**src/rtl/i2c_pkg.sv**
```systemverilog
// Shared definitions for the I2C register target.
//  - i2c_state_e : protocol FSM states of the target
//  - I2C_ACK / I2C_NACK : SDA level of the acknowledge slot
package i2c_pkg;

  typedef enum logic [3:0] {
    ST_IDLE,
    ST_ADDR,
    ST_ADDR_ACK,
    ST_PTR,
    ST_PTR_ACK,
    ST_WDATA,
    ST_WDATA_ACK,
    ST_RDATA,
    ST_RDATA_ACK,
    ST_WAIT_STOP
  } i2c_state_e;

  localparam logic I2C_ACK  = 1'b0;
  localparam logic I2C_NACK = 1'b1;

endpackage

```
**src/rtl/i2c_line_filter.sv**
```systemverilog
// Input conditioning for one I2C line: a 2-FF synchroniser followed by a
// stability filter. The filtered output only follows the synchronised line
// once it has differed from the current filtered value for FILT_LEN
// consecutive clocks, so shorter glitches never reach the protocol logic.
// Ports:
//  aclk    system clock
//  aresetn asynchronous active-low reset (line idles high, so all stages reset to 1)
//  raw     asynchronous line from the pad
//  filt    synchronised, glitch-filtered line
module i2c_line_filter #(
  parameter int FILT_LEN = 3
) (
  input  logic aclk,
  input  logic aresetn,
  input  logic raw,
  output logic filt
);

  localparam int CW = (FILT_LEN > 1) ? $clog2(FILT_LEN) : 1;

  logic          sync1_reg;
  logic          sync2_reg;
  logic          filt_reg;
  logic [CW-1:0] cnt_reg;

  always_ff @(posedge aclk or negedge aresetn) begin
    if (!aresetn) begin
      sync1_reg <= 1'b1;
      sync2_reg <= 1'b1;
      filt_reg  <= 1'b1;
      cnt_reg   <= '0;
    end else begin
      sync1_reg <= raw;
      sync2_reg <= sync1_reg;
      // cnt_reg counts consecutive cycles of disagreement; any agreement restarts it
      if (sync2_reg == filt_reg) begin
        cnt_reg <= '0;
      end else if (cnt_reg == CW'(FILT_LEN - 1)) begin
        filt_reg <= sync2_reg;
        cnt_reg  <= '0;
      end else begin
        cnt_reg <= cnt_reg + CW'(1);
      end
    end
  end

  assign filt = filt_reg;

endmodule

```
**src/rtl/i2c_target_regs.sv**
```systemverilog
// I2C target exposing NUM_REGS 8-bit registers at bus address TARGET_ADDR.
// Protocol: START, addr+W, pointer byte, data bytes (auto-increment, wraps)
// or START, addr+R, data bytes (auto-increment while the controller ACKs).
// SDA is driven open-drain through I2C_SDA_OE; SCL is never driven.
// Ports:
//  aclk, aresetn  system clock, asynchronous active-low reset
//  I2C_SCL_I/_SDA_I raw pad inputs (asynchronous)
//  I2C_SDA_OE     1 = pull SDA low
//  regs_o         flattened register bank, reg k at [8k+7:8k]
//  wr_stb_o       one-cycle pulse per register write, wr_idx_o gives the index
//  busy_o         set when our address is acknowledged, cleared by STOP
module i2c_target_regs
  import i2c_pkg::*;
#(
  parameter logic [6:0] TARGET_ADDR = 7'h50,
  parameter int         NUM_REGS    = 8,
  parameter int         FILT_LEN    = 3,
  localparam int        PW          = (NUM_REGS > 1) ? $clog2(NUM_REGS) : 1
) (
  input  logic                  aclk,
  input  logic                  aresetn,
  input  logic                  I2C_SCL_I,
  input  logic                  I2C_SDA_I,
  output logic                  I2C_SDA_OE,
  output logic [8*NUM_REGS-1:0] regs_o,
  output logic                  wr_stb_o,
  output logic [PW-1:0]         wr_idx_o,
  output logic                  busy_o
);

  logic scl_f, sda_f, scl_d_reg, sda_d_reg;
  logic scl_rise, scl_fall, start_evt, stop_evt;

  i2c_line_filter #(.FILT_LEN(FILT_LEN)) u_scl_filt (
    .aclk(aclk), .aresetn(aresetn), .raw(I2C_SCL_I), .filt(scl_f)
  );
  i2c_line_filter #(.FILT_LEN(FILT_LEN)) u_sda_filt (
    .aclk(aclk), .aresetn(aresetn), .raw(I2C_SDA_I), .filt(sda_f)
  );

  always_ff @(posedge aclk or negedge aresetn) begin
    if (!aresetn) begin
      scl_d_reg <= 1'b1;
      sda_d_reg <= 1'b1;
    end else begin
      scl_d_reg <= scl_f;
      sda_d_reg <= sda_f;
    end
  end

  // SCL must be high on both sides of the SDA edge, so an SDA change that
  // lands on the same filtered cycle as an SCL rise is not taken as START/STOP.
  assign scl_rise  = scl_f & ~scl_d_reg;
  assign scl_fall  = ~scl_f & scl_d_reg;
  assign start_evt = scl_f & scl_d_reg & sda_d_reg & ~sda_f;
  assign stop_evt  = scl_f & scl_d_reg & ~sda_d_reg & sda_f;

  i2c_state_e    state_reg, state_next;
  logic [2:0]    bitcnt_reg, bitcnt_next;
  logic [7:0]    shift_reg, shift_next;
  logic [PW-1:0] ptr_reg, ptr_next, ptr_inc;
  logic          oe_reg, oe_next;
  logic          slot_reg, slot_next;
  logic          rw_reg, rw_next;
  logic          busy_reg, busy_next;
  logic          wr_en, wr_stb_reg;
  logic [PW-1:0] wr_idx_reg;
  logic [7:0]    rx_byte, rd_cur, rd_inc;

  assign rx_byte = {shift_reg[6:0], sda_f};
  assign ptr_inc = (ptr_reg == PW'(NUM_REGS - 1)) ? '0 : ptr_reg + PW'(1);
  assign rd_cur  = regs_o[{ptr_reg, 3'b000} +: 8];
  assign rd_inc  = regs_o[{ptr_inc, 3'b000} +: 8];

  // slot_reg: in the *_ACK write states it marks that the ACK is already
  // being driven (first SCL fall drives it, second ends it); in RDATA it marks
  // that the freshly loaded byte's MSB still has to be put on the line.
  always_comb begin
    state_next  = state_reg;
    bitcnt_next = bitcnt_reg;
    shift_next  = shift_reg;
    ptr_next    = ptr_reg;
    oe_next     = oe_reg;
    slot_next   = slot_reg;
    rw_next     = rw_reg;
    busy_next   = busy_reg;
    wr_en       = 1'b0;
    if (start_evt) begin
      state_next  = ST_ADDR;
      bitcnt_next = '0;
      oe_next     = 1'b0;
      slot_next   = 1'b0;
    end else if (stop_evt) begin
      state_next = ST_IDLE;
      oe_next    = 1'b0;
      slot_next  = 1'b0;
      busy_next  = 1'b0;
    end else begin
      case (state_reg)
        ST_ADDR: if (scl_rise) begin
          shift_next = rx_byte;
          if (bitcnt_reg == 3'd7) begin
            if (rx_byte[7:1] == TARGET_ADDR) begin
              state_next = ST_ADDR_ACK;
              rw_next    = rx_byte[0];
              busy_next  = 1'b1;
              slot_next  = 1'b0;
            end else begin
              state_next = ST_WAIT_STOP;
              busy_next  = 1'b0;
            end
          end else bitcnt_next = bitcnt_reg + 3'd1;
        end
        ST_ADDR_ACK: if (scl_fall) begin
          if (!slot_reg) begin
            oe_next   = ~I2C_ACK;
            slot_next = 1'b1;
          end else begin
            slot_next   = 1'b0;
            bitcnt_next = '0;
            if (rw_reg) begin
              state_next = ST_RDATA;
              shift_next = rd_cur;
              oe_next    = ~rd_cur[7];
            end else begin
              state_next = ST_PTR;
              oe_next    = 1'b0;
            end
          end
        end
        ST_PTR: if (scl_rise) begin
          shift_next = rx_byte;
          if (bitcnt_reg == 3'd7) begin
            if ({1'b0, rx_byte} < 9'(NUM_REGS)) begin
              ptr_next   = rx_byte[PW-1:0];
              state_next = ST_PTR_ACK;
              slot_next  = 1'b0;
            end else state_next = ST_WAIT_STOP;
          end else bitcnt_next = bitcnt_reg + 3'd1;
        end
        ST_PTR_ACK, ST_WDATA_ACK: if (scl_fall) begin
          if (!slot_reg) begin
            oe_next   = ~I2C_ACK;
            slot_next = 1'b1;
          end else begin
            oe_next     = 1'b0;
            slot_next   = 1'b0;
            bitcnt_next = '0;
            state_next  = ST_WDATA;
          end
        end
        ST_WDATA: if (scl_rise) begin
          shift_next = rx_byte;
          if (bitcnt_reg == 3'd7) begin
            wr_en      = 1'b1;
            ptr_next   = ptr_inc;
            state_next = ST_WDATA_ACK;
            slot_next  = 1'b0;
          end else bitcnt_next = bitcnt_reg + 3'd1;
        end
        ST_RDATA: if (scl_fall) begin
          if (slot_reg) begin
            oe_next     = ~shift_reg[7];
            slot_next   = 1'b0;
            bitcnt_next = '0;
          end else if (bitcnt_reg == 3'd7) begin
            oe_next    = 1'b0;
            state_next = ST_RDATA_ACK;
          end else begin
            shift_next  = {shift_reg[6:0], 1'b0};
            oe_next     = ~shift_reg[6];
            bitcnt_next = bitcnt_reg + 3'd1;
          end
        end
        ST_RDATA_ACK: if (scl_rise) begin
          if (sda_f == I2C_NACK) begin
            state_next = ST_WAIT_STOP;
          end else begin
            ptr_next   = ptr_inc;
            shift_next = rd_inc;
            slot_next  = 1'b1;
            state_next = ST_RDATA;
          end
        end
        default: ;
      endcase
    end
  end

  always_ff @(posedge aclk or negedge aresetn) begin
    if (!aresetn) begin
      state_reg  <= ST_IDLE;
      bitcnt_reg <= '0;
      shift_reg  <= '0;
      ptr_reg    <= '0;
      oe_reg     <= 1'b0;
      slot_reg   <= 1'b0;
      rw_reg     <= 1'b0;
      busy_reg   <= 1'b0;
      wr_stb_reg <= 1'b0;
      wr_idx_reg <= '0;
    end else begin
      state_reg  <= state_next;
      bitcnt_reg <= bitcnt_next;
      shift_reg  <= shift_next;
      ptr_reg    <= ptr_next;
      oe_reg     <= oe_next;
      slot_reg   <= slot_next;
      rw_reg     <= rw_next;
      busy_reg   <= busy_next;
      wr_stb_reg <= wr_en;
      if (wr_en) wr_idx_reg <= ptr_reg;
    end
  end

  // Register bank: every register must be visible on regs_o, so plain flops.
  generate
    for (genvar gi = 0; gi < NUM_REGS; gi++) begin : g_reg
      logic [7:0] q_reg;
      always_ff @(posedge aclk or negedge aresetn) begin
        if (!aresetn)                           q_reg <= '0;
        else if (wr_en && ptr_reg == PW'(gi))   q_reg <= rx_byte;
      end
      assign regs_o[8*gi +: 8] = q_reg;
    end
  endgenerate

  assign I2C_SDA_OE = oe_reg;
  assign wr_stb_o   = wr_stb_reg;
  assign wr_idx_o   = wr_idx_reg;
  assign busy_o     = busy_reg;

endmodule

```
**config.mk**
```make
export PLATFORM = sky130hd
export DESIGN_NAME = i2c_target_regs
export DESIGN_NICKNAME = d
export VERILOG_FILES = /design/src/rtl/i2c_pkg.sv /design/src/rtl/i2c_line_filter.sv /design/src/rtl/i2c_target_regs.sv
export SDC_FILE = /design/constraint.sdc
export NUM_CORES = 1
export LEC_CHECK = 0
export ABC_AREA = 1
export BUFFER_PORTS_ARGS = -buffer_cell sky130_fd_sc_hd__buf_2
export CORE_MARGIN = 5
export CORE_UTILIZATION = 30
export DETAILED_ROUTE_END_ITERATION = 8
export PLACE_DENSITY_LB_ADDON = 0.05
export SYNTH_ARGS = -nofsm -noshare
export SYNTH_HDL_FRONTEND = slang
export SYNTH_SLANG_ARGS = --single-unit
```
**constraint.sdc**
```tcl
create_clock -name aclk -period 6.22 [get_ports aclk]
set_input_delay 0.311 -clock aclk [delete_from_list [all_inputs] [get_ports aclk]]
set_output_delay 0.311 -clock aclk [all_outputs]
set_load 0.005 [all_outputs]
```
# Yosys cells after proc, flatten, opt, wreduce, memory -nomap -nowiden

Cells that the tools add are included.

Input port bits: 4
Bits in registers: 102

$lt $le $gt $ge: 1
$add $sub $neg: 4
Shifts and indexed selects: 2
Reduce and logical (&&, ||, !) cells: 31
Bitwise operators: 18
Muxes and demuxes: 88
Equality and inequality tests: 58

Operators by type and width:

| cell                 | count |
|---|---|
| $shiftx A64 B7 Y8    | 2 |
| $mux W4              | 19 |
| $mux W8              | 9 |
| $ne A4 B4 Y1 const B | 17 |
| $mux W3              | 17 |
| $mux W1              | 33 |
| $pmux W8 S4          | 1 |
| $ne A2 B2 Y1 const B | 14 |
| $pmux W4 S7          | 1 |
| $pmux W3 S3          | 2 |
| $eq A4 B3 Y1 const B | 4 |
| $eq A3 B3 Y1 const B | 5 |
| $reduce_and A15 Y1   | 1 |
| $reduce_and A13 Y1   | 1 |
| $reduce_and A12 Y1   | 1 |
| $reduce_and A6 Y1    | 2 |
| $not A1 Y1           | 11 |
| $reduce_and A10 Y1   | 1 |
| $ne A3 B1 Y1 const B | 3 |
| $reduce_bool A9 Y1   | 1 |
| $eq A4 B2 Y1 const B | 2 |
| $logic_and A1 B1 Y1  | 8 |
| $lt A8 B4 Y1 const B | 1 |
| $mux W2              | 4 |
| 25 further kinds     | 42 |

# Depth between registers and ports, before layout

Gate-level depths: netlist (run 1).

Depth in word-level cells: 8
Depth in mapped cells: 13

# By module

A second synthesis (run 1) with hierarchy kept.

Cell total of the unflattened synthesis: 798
Area total of the unflattened synthesis: 5980.7 um^2

Modules (own cells, without submodules):

| module          | instances | area each (um^2) | seq. area each (um^2) | cells an instance |
|---|---|---|---|---|
| i2c_target_regs | 1         | 5600.4           | 2304.7                | 756 |
| i2c_line_filter | 2         | 190.2            | 128.9                 | 21 |

# Least setup slack after synthesis (run 1)

Ideal clock, no wire load.

Path kind: register to register
Start: reg ptr_reg[1]
End: reg shift_reg[4]
Period minus slack after synthesis: 2.300 ns
Data arrival time: 2.187 ns
Path buffers: 4
Cell stages (with the launch flop): 14
Slack: 3.920 ns
Path through: dfrtp_1 buf_2 clkinv_1 clkbuf_1 ha_1 clkbuf_1 inv_1 clkbuf_1 o211ai_1 nand3_1 nand3_1 nand3_1 nand2_1 inv_1

Word-level cells in the longest chain between the ends: 6
Elaborated cells between the ends (all ways): 11
Those cells by class: add/sub (1); eq/ne (1); shift (2); mux (7)

RTL lines:

| item                                          | line                   | RTL |
|---|---|---|
| start, declared                               | i2c_target_regs.sv:61  | `logic [PW-1:0] ptr_reg, ptr_next, ptr_inc;` |
| start signal, assigned                        | i2c_target_regs.sv:206 | `ptr_reg <= ptr_next;` |
| $add A3 B1 Y3 or $eq A3 B3 Y1 (tied branches) | i2c_target_regs.sv:71  | `assign ptr_inc = (ptr_reg == PW'(NUM_REGS - 1)) ? '0 : ptr_reg + PW'(1);` |
| $mux W3                                       | i2c_target_regs.sv:71  |  |
| $shiftx A64 B7 Y8                             | i2c_target_regs.sv:73  | `assign rd_inc = regs_o[{ptr_inc, 3'b000} +: 8];` |
| $mux W8                                       | i2c_target_regs.sv:176 | `if (sda_f == I2C_NACK) begin` |
| $mux W8                                       | i2c_target_regs.sv:175 | `ST_RDATA_ACK: if (scl_rise) begin` |
| $pmux W8 S4 *                                 | i2c_target_regs.sv:99  | `case (state_reg)` |
| end signal, assigned                          | i2c_target_regs.sv:205 | `shift_reg <= shift_next;` |
| end, declared                                 | i2c_target_regs.sv:60  | `logic [7:0] shift_reg, shift_next;` |

Mark *: on every way between the ends. The rest lies on a longest branch, timed or not. The select of a mux whose other input is x is not followed.
A chain may end at the register's enable or synchronous reset.

# Final worst setup path (run 1)

Start: reg ptr_reg[1]
End: reg shift_reg[1]

Same word-level chain as after synthesis.

==> reports/results.ini, run 1 <==
[global_route]
grtUsageMet3=0.03167
grt_pass1_wl_um=34130
grt_use_total=0.1879
antenna_found_initial=0
grt_pass1_vias=5458
top_usage_layer=met1
grtUsageMet2=0.2622
grt_max_degree=58
grt_use_met1=0.2935
grt-ovfl-total=0

[sta]
tightest_slew_ps=890.6
post-route-min-period_ps=3582
rsz0062_at_grt=no
min_period_over_period=0.5759
hold_violations=0
drv_slew=0
fmax_mhz=279.1
setup_violations=0
relSlewSlack=0.4063
clock_skew_ps=9.794
setup_tns_ps=0

[drt]
totalWireLength_um=21870
route.detailed.wl_per_inst_um=18.38
avgViaCountPerCell=4.885
drc=0
ant_nets=0
num_vias=5813
detail_route.iter0.violations=619
dr.pass1.iters=6

[synth]
synth_fp_nets=869
synth_seq_cells=102
synthCells=858
yosysTopAreaCellShare=0.3836
yosysSeqAreaShare=0.4179
netlist_area_um2=6132
synthDistinctLibCells=34
avgSynthCellArea_um2=7.147
synth_largest_area_cell=dfrtp_1
yosys_warnings=0
synthTopCellsByArea=dfrtp_1 38%, nand2_1 17%, nand3_1 8.7%

[floorplan]
io_pins=74
num_rows=52
dieArea_um2=23400
start_util=0.3040
core_um2=20170
die_h_um=153.0
die_w_um=153.0

[job]
drv_cap=0

[critical_path]
slowest_delay_ps=890
cp-start-kind=flip-flop
crit_buf_inv=3
critPathSlowestCell=ha_1
cp_max_fo=20
cp_top_family=buffers and inverters
end_kind=flip-flop
cp_data_required_time_ps=6470
crit_path_frequent_cell=nand3_1
critPathKind=flip-flop to flip-flop
path_cells=clkinv_1 -> ha_1 -> inv_1 -> o211ai_1 -> nand3_1 -> nand3_1 -> nand3_1 -> nand2_1 -> inv_1
arrival_ps=3840

[place]
hpwlAfterDp_um=15860
portBuffers=73
dp_cells=1173
gp_congestion=0.8604

[power_and_ir_drop]
total_leakage_power_nw=3.595
power_density_nw_per_um2=451.0
ir_drop_mv=0.1530

[hold_path]
hold_path.class=primary input to flip-flop

[clock_tree]
cts_root_buffer=clkbuf_16
cts_setup_buffers=0
cts_tree=yes
clockBufferDepth=2
cts_max_level=3
clk_pin_slew_ps=80
numCtsBuffers=9
clock_latency_ps=360
cts.sinks=102
cts_resized=0

[finish]
nets=926
syn2layout_area_growth_pct=14.51
final_common_cell=nand2_1
layout_common_cells=274 x nand2_1, 106 x nand3_1, 98 x inv_1, 94 x dfrtp_1, 72 x buf_2
n_antenna_cell=0
drive_above_1_share=0.1554
instances_no_fill=1190
largest_register_ffs=64

[run_status]
outcome=complete, no violations

## final timing paths
| kind | slack (ps) | cells after the start | end | startpoint |
|---|---|---|---|---|
| max in group asynchronous | 4490 | 3 | bitcnt_reg[1] | aresetn |
| setup reg to reg | 2640 | 9 | shift_reg[1] | ptr_reg[1] |
| min in group asynchronous | 510 | 2 | g_reg[6].q_reg[6] | aresetn |
| setup / recovery | 2640 | 9 | shift_reg[1] | ptr_reg[1] |
| hold reg to reg | 360 | 0 | u_scl_filt.sync2_reg | u_scl_filt.sync1_reg |
| hold / removal | 50 | 1 | u_scl_filt.sync1_reg | I2C_SCL_I |
## stage by stage
step	util	hold slack, ps	setup slack [ps]	power [mW]	area, um^2
6_report	0.3481	49.27	2638	3.167	7022
5_1_grt	0.3481	36.01	2338	3.413	7022
4_1_cts	0.3481	33.69	2702	3.175	7022
3_5_place_dp	0.3321	346.9	2722	2.543	6698
3_3_place_gp	0.3321	345.8	2766	2.569	6698
2_1_floorplan	-	15.41	3920	2.026	6132
## power by group
| group | total, mW | internal (mW) | switching [mW] |
|---|---|---|---|
| clock network | 0.625 | 0.355 | 0.270 |
| logic | 1.64 | 0.454 | 1.19 |
| registers | 0.897 | 0.756 | 0.141 |
## synthesized netlist by cell type, drive strengths merged
cell type,number
nand2,282
nand3,114
inv,105
o21ai,100
dfrtp,94
nor2,53
a21oi,20
clkbuf,17
buf,16
o211ai,14
nand4,11
dfstp,8
ha,7
nor3,6
xnor2,3
a31oi,2
clkinv,2
a31o,1
and3,1
nand3b,1
o22ai,1
## worst register-to-register path: cells and delay by family, from the launching register on
kind                     cells  cell delay, ps
AO/OA/AOI/OAI                1             230
adder cells (fa/ha/maj)      1             900
buffers and inverters        3            1220
flip-flops                   1             810
AND/OR/NAND/NOR              4             330
## area by class of cell
cell class,instances,area (um^2)
fillers,2226,13150
multi-input cells,616,2988
flip-flops and latches,102,2562
repair buffers,79,415.4
inverters,107,404.1
well taps,270,337.8
clock buffers,11,232.7
clock inverters,5,81.33
## kinds of logic after synthesis
kind of cell,synth area share
buffers and inverters,0.09528
and+or+nand+nor,0.3420
AOI/OAI and AO/OA,0.1263
DFF,0.4179
xor gates and xnor gates,0.004286
adders and majority gates,0.01428
## what timing repair did
item / CTS / global route
setup endpoints to repair: 0 / 0
endpoints found under the hold margin: 43 / 0
hold buffers: 1 / 0
## routing by layer
metal,up-vias,part of all wire
li1,2889,-
met2,194,0.41
met5,-,0
met4,0,0.020
met1,2705,0.51
met3,25,0.061
(Power assumes the default switching activity.)
==> run 2, diff against run 1 <==
- ABC_AREA: 1 -> 0
- clock period: 6.22 -> 3.08 ns (I/O delays scaled with it)
==> run 2 against run 1 <==
Net effect: sequential power rose by 90%; total power up 15%; utilization up 1.3 points; synthesized area is 6.7% lower; die area shrank 6.3%; combinational power is 58% lower; clock power increased by 100%; cell area is 3.5% lower; worst setup slack got worse by 2100 ps; critical path depth is 5 lower; largest power group is now registers.
==> reports/results.ini, run 2 <==
[run_status]
outcome=complete, no violations  ; unchanged

[finish]
final_common_cell=dfrtp_1  ; was nand2_1
drive_above_1_share=0.4133  ; was 0.1554
syn2layout_area_growth_pct=18.46  ; was 14.51%
instances_no_fill=805  ; was 1190
largest_register_ffs=64  ; unchanged
nets=577  ; was 926
layout_common_cells=94 x dfrtp_1, 72 x buf_2, 67 x mux2_2, 35 x nand2_1, 31 x o21ai_0  ; was 274 x nand2_1, 106 x nand3_1, 98 x inv_1, 94 x dfrtp_1, 72 x buf_2
utilization=0.3611  ; was 0.3481
n_antenna_cell=0  ; unchanged

[drt]
detail_route.iter0.violations=267  ; was 619
dr.pass1.iters=4  ; was 6
ant_nets=0  ; unchanged
drc=0  ; unchanged
avgViaCountPerCell=5.369  ; was 4.885
totalWireLength_um=17940  ; was 21870 um
route.detailed.wl_per_inst_um=22.28  ; was 18.38 um
num_vias=4322  ; was 5813

[clock_tree]
numCtsBuffers=9  ; unchanged
clockBufferDepth=2  ; unchanged
cts.sinks=102  ; unchanged
clock_latency_ps=360  ; about the same
cts_root_buffer=clkbuf_16  ; unchanged
cts_max_level=3  ; unchanged
cts_tree=yes  ; unchanged
clk_pin_slew_ps=80  ; about the same

[floorplan]
io_pins=74  ; unchanged
dieArea_um2=21930  ; was 23400 um^2
die_h_um=148.1  ; was 153.0 um
die_w_um=148.1  ; was 153.0 um
num_rows=50  ; was 52
start_util=0.3048  ; was 0.3040
core_um2=18770  ; was 20170 um^2

[sta]
min_period_over_period=0.8198  ; was 0.5759
clock_skew_ps=11.41  ; was 9.794 ps
relSlewSlack=0.4139  ; was 0.4063
post-route-min-period_ps=2525  ; was 3582 ps
tightest_slew_ps=879.2  ; was 890.6 ps
fmax_mhz=396.0  ; was 279.1 MHz
setup_tns_ps=0  ; unchanged
hold_violations=0  ; unchanged
drv_slew=0  ; unchanged
setup_violations=0  ; unchanged
rsz0062_at_grt=no  ; unchanged

[synth]
synth-async-reset-ratio=1.000  ; unchanged
synth_fp_nets=496  ; was 869
synth_seq_cells=102  ; unchanged
yosys_warnings=0  ; unchanged
synthTopCellsByArea=dfrtp_1 41%, mux2_2 13%, mux4_2 10%  ; was dfrtp_1 38%, nand2_1 17%, nand3_1 8.7%
synthCells=485  ; was 858
yosysSeqAreaShare=0.4479  ; was 0.4179
netlist_area_um2=5720  ; was 6132 um^2
synth_edf_count=0  ; unchanged
ys.flop_type=dfrtp_1  ; unchanged
synth_commonest_cells=94 x dfrtp_1, 67 x mux2_2, 35 x nand2_1  ; was 274 x nand2_1, 106 x nand3_1, 98 x inv_1
synthDistinctLibCells=60  ; was 34
yosysMostFrequentCell=dfrtp_1  ; was nand2_1
yosysTopAreaCellShare=0.4112  ; was 0.3836
synth_largest_area_cell=dfrtp_1  ; unchanged
avgSynthCellArea_um2=11.79  ; was 7.147 um^2

[place]
portBuffers=73  ; unchanged
hpwlAfterDp_um=12520  ; was 15860 um
gp_congestion=0.7925  ; was 0.8604
dp_cells=786  ; was 1173

[critical_path]
cp_data_required_time_ps=3330  ; was 6470 ps
worstSetupStartpoint=state_reg[3]  ; was ptr_reg[1]
critPathKind=flip-flop to flip-flop  ; unchanged
cp-start-kind=flip-flop  ; unchanged
cp_max_fo=19  ; was 20
end_kind=flip-flop  ; unchanged
r2r_slack_ps=560  ; was 2640 ps
r2r-start=state_reg[3]  ; was ptr_reg[1]
arrival_ps=2770  ; was 3840 ps

[global_route]
grt_pass1_vias=4636  ; was 5458
grt-ovfl-total=0  ; unchanged
grt_pass1_wl_um=28640  ; was 34130 um
grt_max_degree=65  ; was 58
grt_use_total=0.1709  ; was 0.1879
antenna_found_initial=0  ; unchanged

[power_and_ir_drop]
power_density_nw_per_um2=536.9  ; was 451.0 nW/um^2
ir_drop_mv=0.2642  ; was 0.1530 mV
total_leakage_power_nw=3.154  ; was 3.595 nW

[hold_path]
worstHoldStart=u_scl_filt.sync1_reg  ; was I2C_SCL_I
hold_path.class=flip-flop to flip-flop  ; was primary input to flip-flop

[job]
drv_cap=0  ; unchanged

## run 2: cell count changes after synthesis, sizes merged, moves of 26 or more
cell,before,now
inv,105,10
mux2,0,67
mux4,0,26
nand2,282,35
nand3,114,9
nor2,53,16
o21ai,100,32
## run 2: what timing repair did
item | CTS | global route
setup buffers | 0 | 0
hold endpoints to repair | 57 | 0
gates resized for setup | 0 | 0
hold buffers | 3 | 0
## run 2: cells by family (layout without fill, tap and decap cells)
group / count (synthesis) / after routing / synth area share
flip-flops: 102 / 102 / 0.4479
AND/OR/NAND/NOR: 123 / 123 / 0.1212
adder cells (fa/ha/maj): 7 / 7 / 0.01531
XOR/XNOR: 3 / 3 / 0.004594
AO/OA/AOI/OAI: 105 / 105 / 0.1234
multiplexers: 103 / 103 / 0.2517
buffers and inverters: 42 / 128 / 0.03587
## run 2: worst max-delay path, stage by stage, from the launching register on
cell      delay (ps)
dfrtp_1          580
nand2b_1         350
nor4_1           530
nand2_1          530
mux2_2           430
## run 2: worst paths after layout
path / end / cells past startpoint
max in group asynchronous: g_reg[7].q_reg[2] / 3
max: g_reg[1].q_reg[5] / 4
min reg2reg: u_scl_filt.sync2_reg / 0
min: u_scl_filt.sync2_reg / 0
max reg2reg: g_reg[1].q_reg[5] / 4
min in group asynchronous: bitcnt_reg[1] / 2
## run 2: cell type report
class                   instances  area (um^2)
clock buffers                   9        225.2
inverters                      10        37.54
repair buffers                102        605.6
well taps                     234        292.8
fillers                      1906        11990
multi-input cells             341         2955
clock inverters                 7        97.59
flip-flops and latches        102         2562
## run 2: stage by stage
stage               hold slack (ps)  setup WS [ps]  power (mW)  instance area (um^2)
finish                        357.6          555.0       3.638                  6777
CTS                           358.9          538.2       3.707                  6777
global placement              260.5          573.4       2.427                  6424
detailed placement            260.6          541.8       2.424                  6424
global route                  360.8          382.1       3.864                  6777
floorplan                    -141.6          465.5       2.141                  5720
## run 2: layer usage
metal / global-route usage / part of all wire
met1: 0.2319 / 0.46
met2: 0.2855 / 0.50
met3: 0.03382 / 0.027
met4: 0.03695 / 0.013
met5: 0 / 0
## run 2: report_power, final
group,internal [mW],switching [mW]
clock network,0.664,0.583
registers,1.47,0.231
logic,0.273,0.417
==> run 3, diff against run 2 <==
- ABC_AREA: 0 -> 1
- clock period: 3.08 -> 2.4 ns (I/O delays scaled with it)
==> run 3 against run 2 <==
Net effect: critical path type unchanged; critical path depth increased by 7; total power grew 130%; register-to-register slack got worse by 250 ps; highest routed layer unchanged; clock skew grew 3.0 ps; cell area grew 7.1%.
==> reports/results.ini, run 3 (synthesis results as in run 1) <==
[run_status]
outcome=complete, no violations  ; unchanged

[place]
dp_cells=1199  ; was 786
portBuffers=73  ; unchanged
hpwlAfterDp_um=15980  ; was 12520 um
placed_cell_area_um2=6930  ; was 6424 um^2
gp_congestion=0.9036  ; was 0.7925
pre_cts_slack_ps=313.4  ; was 541.8 ps

[sta]
post-route-min-period_ps=2100  ; was 2525 ps
fmax_mhz=476.3  ; was 396.0 MHz
hold_violations=0  ; unchanged
rsz0062_at_grt=no  ; unchanged
setup_tns_ps=0  ; unchanged
tightest_slew_ps=589.8  ; was 879.2 ps
min_period_over_period=0.8749  ; was 0.8198
drv_slew=0  ; unchanged
setup_violations=0  ; unchanged
relSlewSlack=0.6064  ; was 0.4139
clock_skew_ps=14.39  ; was 11.41 ps
layout_setup_ws_ps=300.3  ; was 555.0 ps

[global_route]
antenna_found_initial=0  ; unchanged
grt_pass1_wl_um=34010  ; was 28640 um
grt_max_degree=35  ; was 65
grt_use_total=0.1862  ; was 0.1709
grt-ovfl-total=0  ; unchanged
grt_pass1_vias=5553  ; was 4636

[drt]
dr.pass1.iters=5  ; was 4
totalWireLength_um=21650  ; was 17940 um
num_vias=5858  ; was 4322
ant_nets=0  ; unchanged
route.detailed.wl_per_inst_um=17.78  ; was 22.28 um
detail_route.iter0.violations=424  ; was 267
drc=0  ; unchanged
avgViaCountPerCell=4.810  ; was 5.369

[critical_path]
critPathSlowestCell=dfrtp_1  ; unchanged
crit_path_frequent_cell=nand3_1
critPathKind=flip-flop to flip-flop  ; unchanged
cp_data_required_time_ps=2660  ; was 3330 ps
path_cells=ha_1 -> ha_1 -> nor2_2 -> buf_12 -> nand2_1 -> nand3_1 -> nand3_1 -> nand3_1 -> nand3_1 -> nand2_1 -> inv_1  ; was nand2b_1 -> nor4_1 -> nand2_1 -> mux2_2
cp_max_fo=31  ; was 19
slowest_delay_ps=420  ; was 580 ps
end_kind=flip-flop  ; unchanged
cp-start-kind=flip-flop  ; unchanged
worst-r2r-cell-count=11  ; was 4
arrival_ps=2360  ; was 2770 ps

[power_and_ir_drop]
ir_drop_mv=0.4450  ; was 0.2642 mV
power_density_nw_per_um2=1167  ; was 536.9 nW/um^2
total_leakage_power_nw=3.737  ; was 3.154 nW
p_total_mw=8.475  ; was 3.638 mW

[floorplan]
core_um2=20170  ; was 18770 um^2
die_h_um=153.0  ; was 148.1 um
die_w_um=153.0  ; was 148.1 um
num_rows=52  ; was 50
dieArea_um2=23400  ; was 21930 um^2
start_util=0.3040  ; was 0.3048
io_pins=74  ; unchanged

[clock_tree]
clockBufferDepth=2  ; unchanged
cts_max_level=3  ; unchanged
cts.sinks=102  ; unchanged
cts_tree=yes  ; unchanged
cts_resized=0  ; unchanged
numCtsBuffers=9  ; unchanged
clk_pin_slew_ps=70  ; was 80 ps
postCtsHoldBufs=3  ; unchanged
cts_setup_buffers=0  ; unchanged
clock_latency_ps=360  ; about the same
cts_root_buffer=clkbuf_16  ; unchanged

[finish]
instances_no_fill=1218  ; was 805
fill_cells=2218  ; was 1906
nets=954  ; was 577
syn2layout_area_growth_pct=18.38  ; was 18.46%
final_common_cell=nand2_1  ; was dfrtp_1
largest_register_ffs=64  ; unchanged
regArea_um2=2562  ; unchanged
drive_above_1_share=0.1793  ; was 0.4133
multi_input_area_um2=2988  ; was 2955 um^2
fin_area_um2=7259  ; was 6777 um^2
layout_common_cells=274 x nand2_1, 106 x nand3_1, 98 x inv_1, 94 x dfrtp_1, 72 x buf_2  ; was 94 x dfrtp_1, 72 x buf_2, 67 x mux2_2, 35 x nand2_1, 31 x o21ai_0
n_antenna_cell=0  ; unchanged

[job]
drv_cap=0  ; unchanged

[hold_path]
hold_path.class=primary input to asynchronous set/reset pin  ; was flip-flop to flip-flop

run 3: cell count changes in the layout (fill, tap and decap cells not counted), moves of 9 or more:
cell,change
nand2_1,+239
a22oi_1,-9
o21ai_1,+53
nand3_1,+101
nor2_1,+30
mux4_2,-26
o21ai_2,+10
mux2i_1,-10
mux2_2,-67
inv_1,+88
run 3: report_power, final:
group	leakage, nW	switching (mW)	internal, mW
Combinational	2.23	3.30	1.45
Sequential	1.37	0.232	1.96
Clock	0.146	0.694	0.840
run 3: metrics by stage:
stage	hold WS, ps	utilization
5_1_grt	320.4	0.3599
6_report	257.3	0.3599
3_5_place_dp	109.5	0.3436
4_1_cts	272.0	0.3599
3_3_place_gp	110.5	0.3436
2_1_floorplan	-175.6	-
run 3: worst max-delay path: cells and delay by family, from the launching register on:
family,cells,cell delay (ps)
simple gates,7,860
fa+ha+maj,2,450
flops,1,420
buf+inv,2,270
run 3: final timing paths:
path                                            from  slack [ps]                    to
worst min register to register  u_sda_filt.sync1_reg         360  u_sda_filt.sync2_reg
worst max register to register            ptr_reg[0]         300          shift_reg[1]
worst max-delay path                      ptr_reg[0]         300          shift_reg[1]
max in group asynchronous                    aresetn        1380     g_reg[1].q_reg[0]
min in group aclk               u_sda_filt.sync1_reg         360  u_sda_filt.sync2_reg
worst min-delay path                         aresetn         260     g_reg[6].q_reg[6]
run 3: cell type report:
| type | instances | area share |
|---|---|---|
| Clock inverter | 5 | 0.007756 |
| Tap cell | 270 | 0.04654 |
| Clock buffer | 11 | 0.03344 |
| Inverter | 107 | 0.05567 |
| Multi-Input combinational cell | 616 | 0.4116 |
| Timing Repair Buffer | 107 | 0.09204 |
| Sequential cell | 102 | 0.3530 |
run 3: per-layer routing:
metal  global-route usage  routed length [um]
met5                    0                   0
met3              0.02714                1111
met4              0.04073                 238
met1               0.2985               11470
met2               0.2620                8829
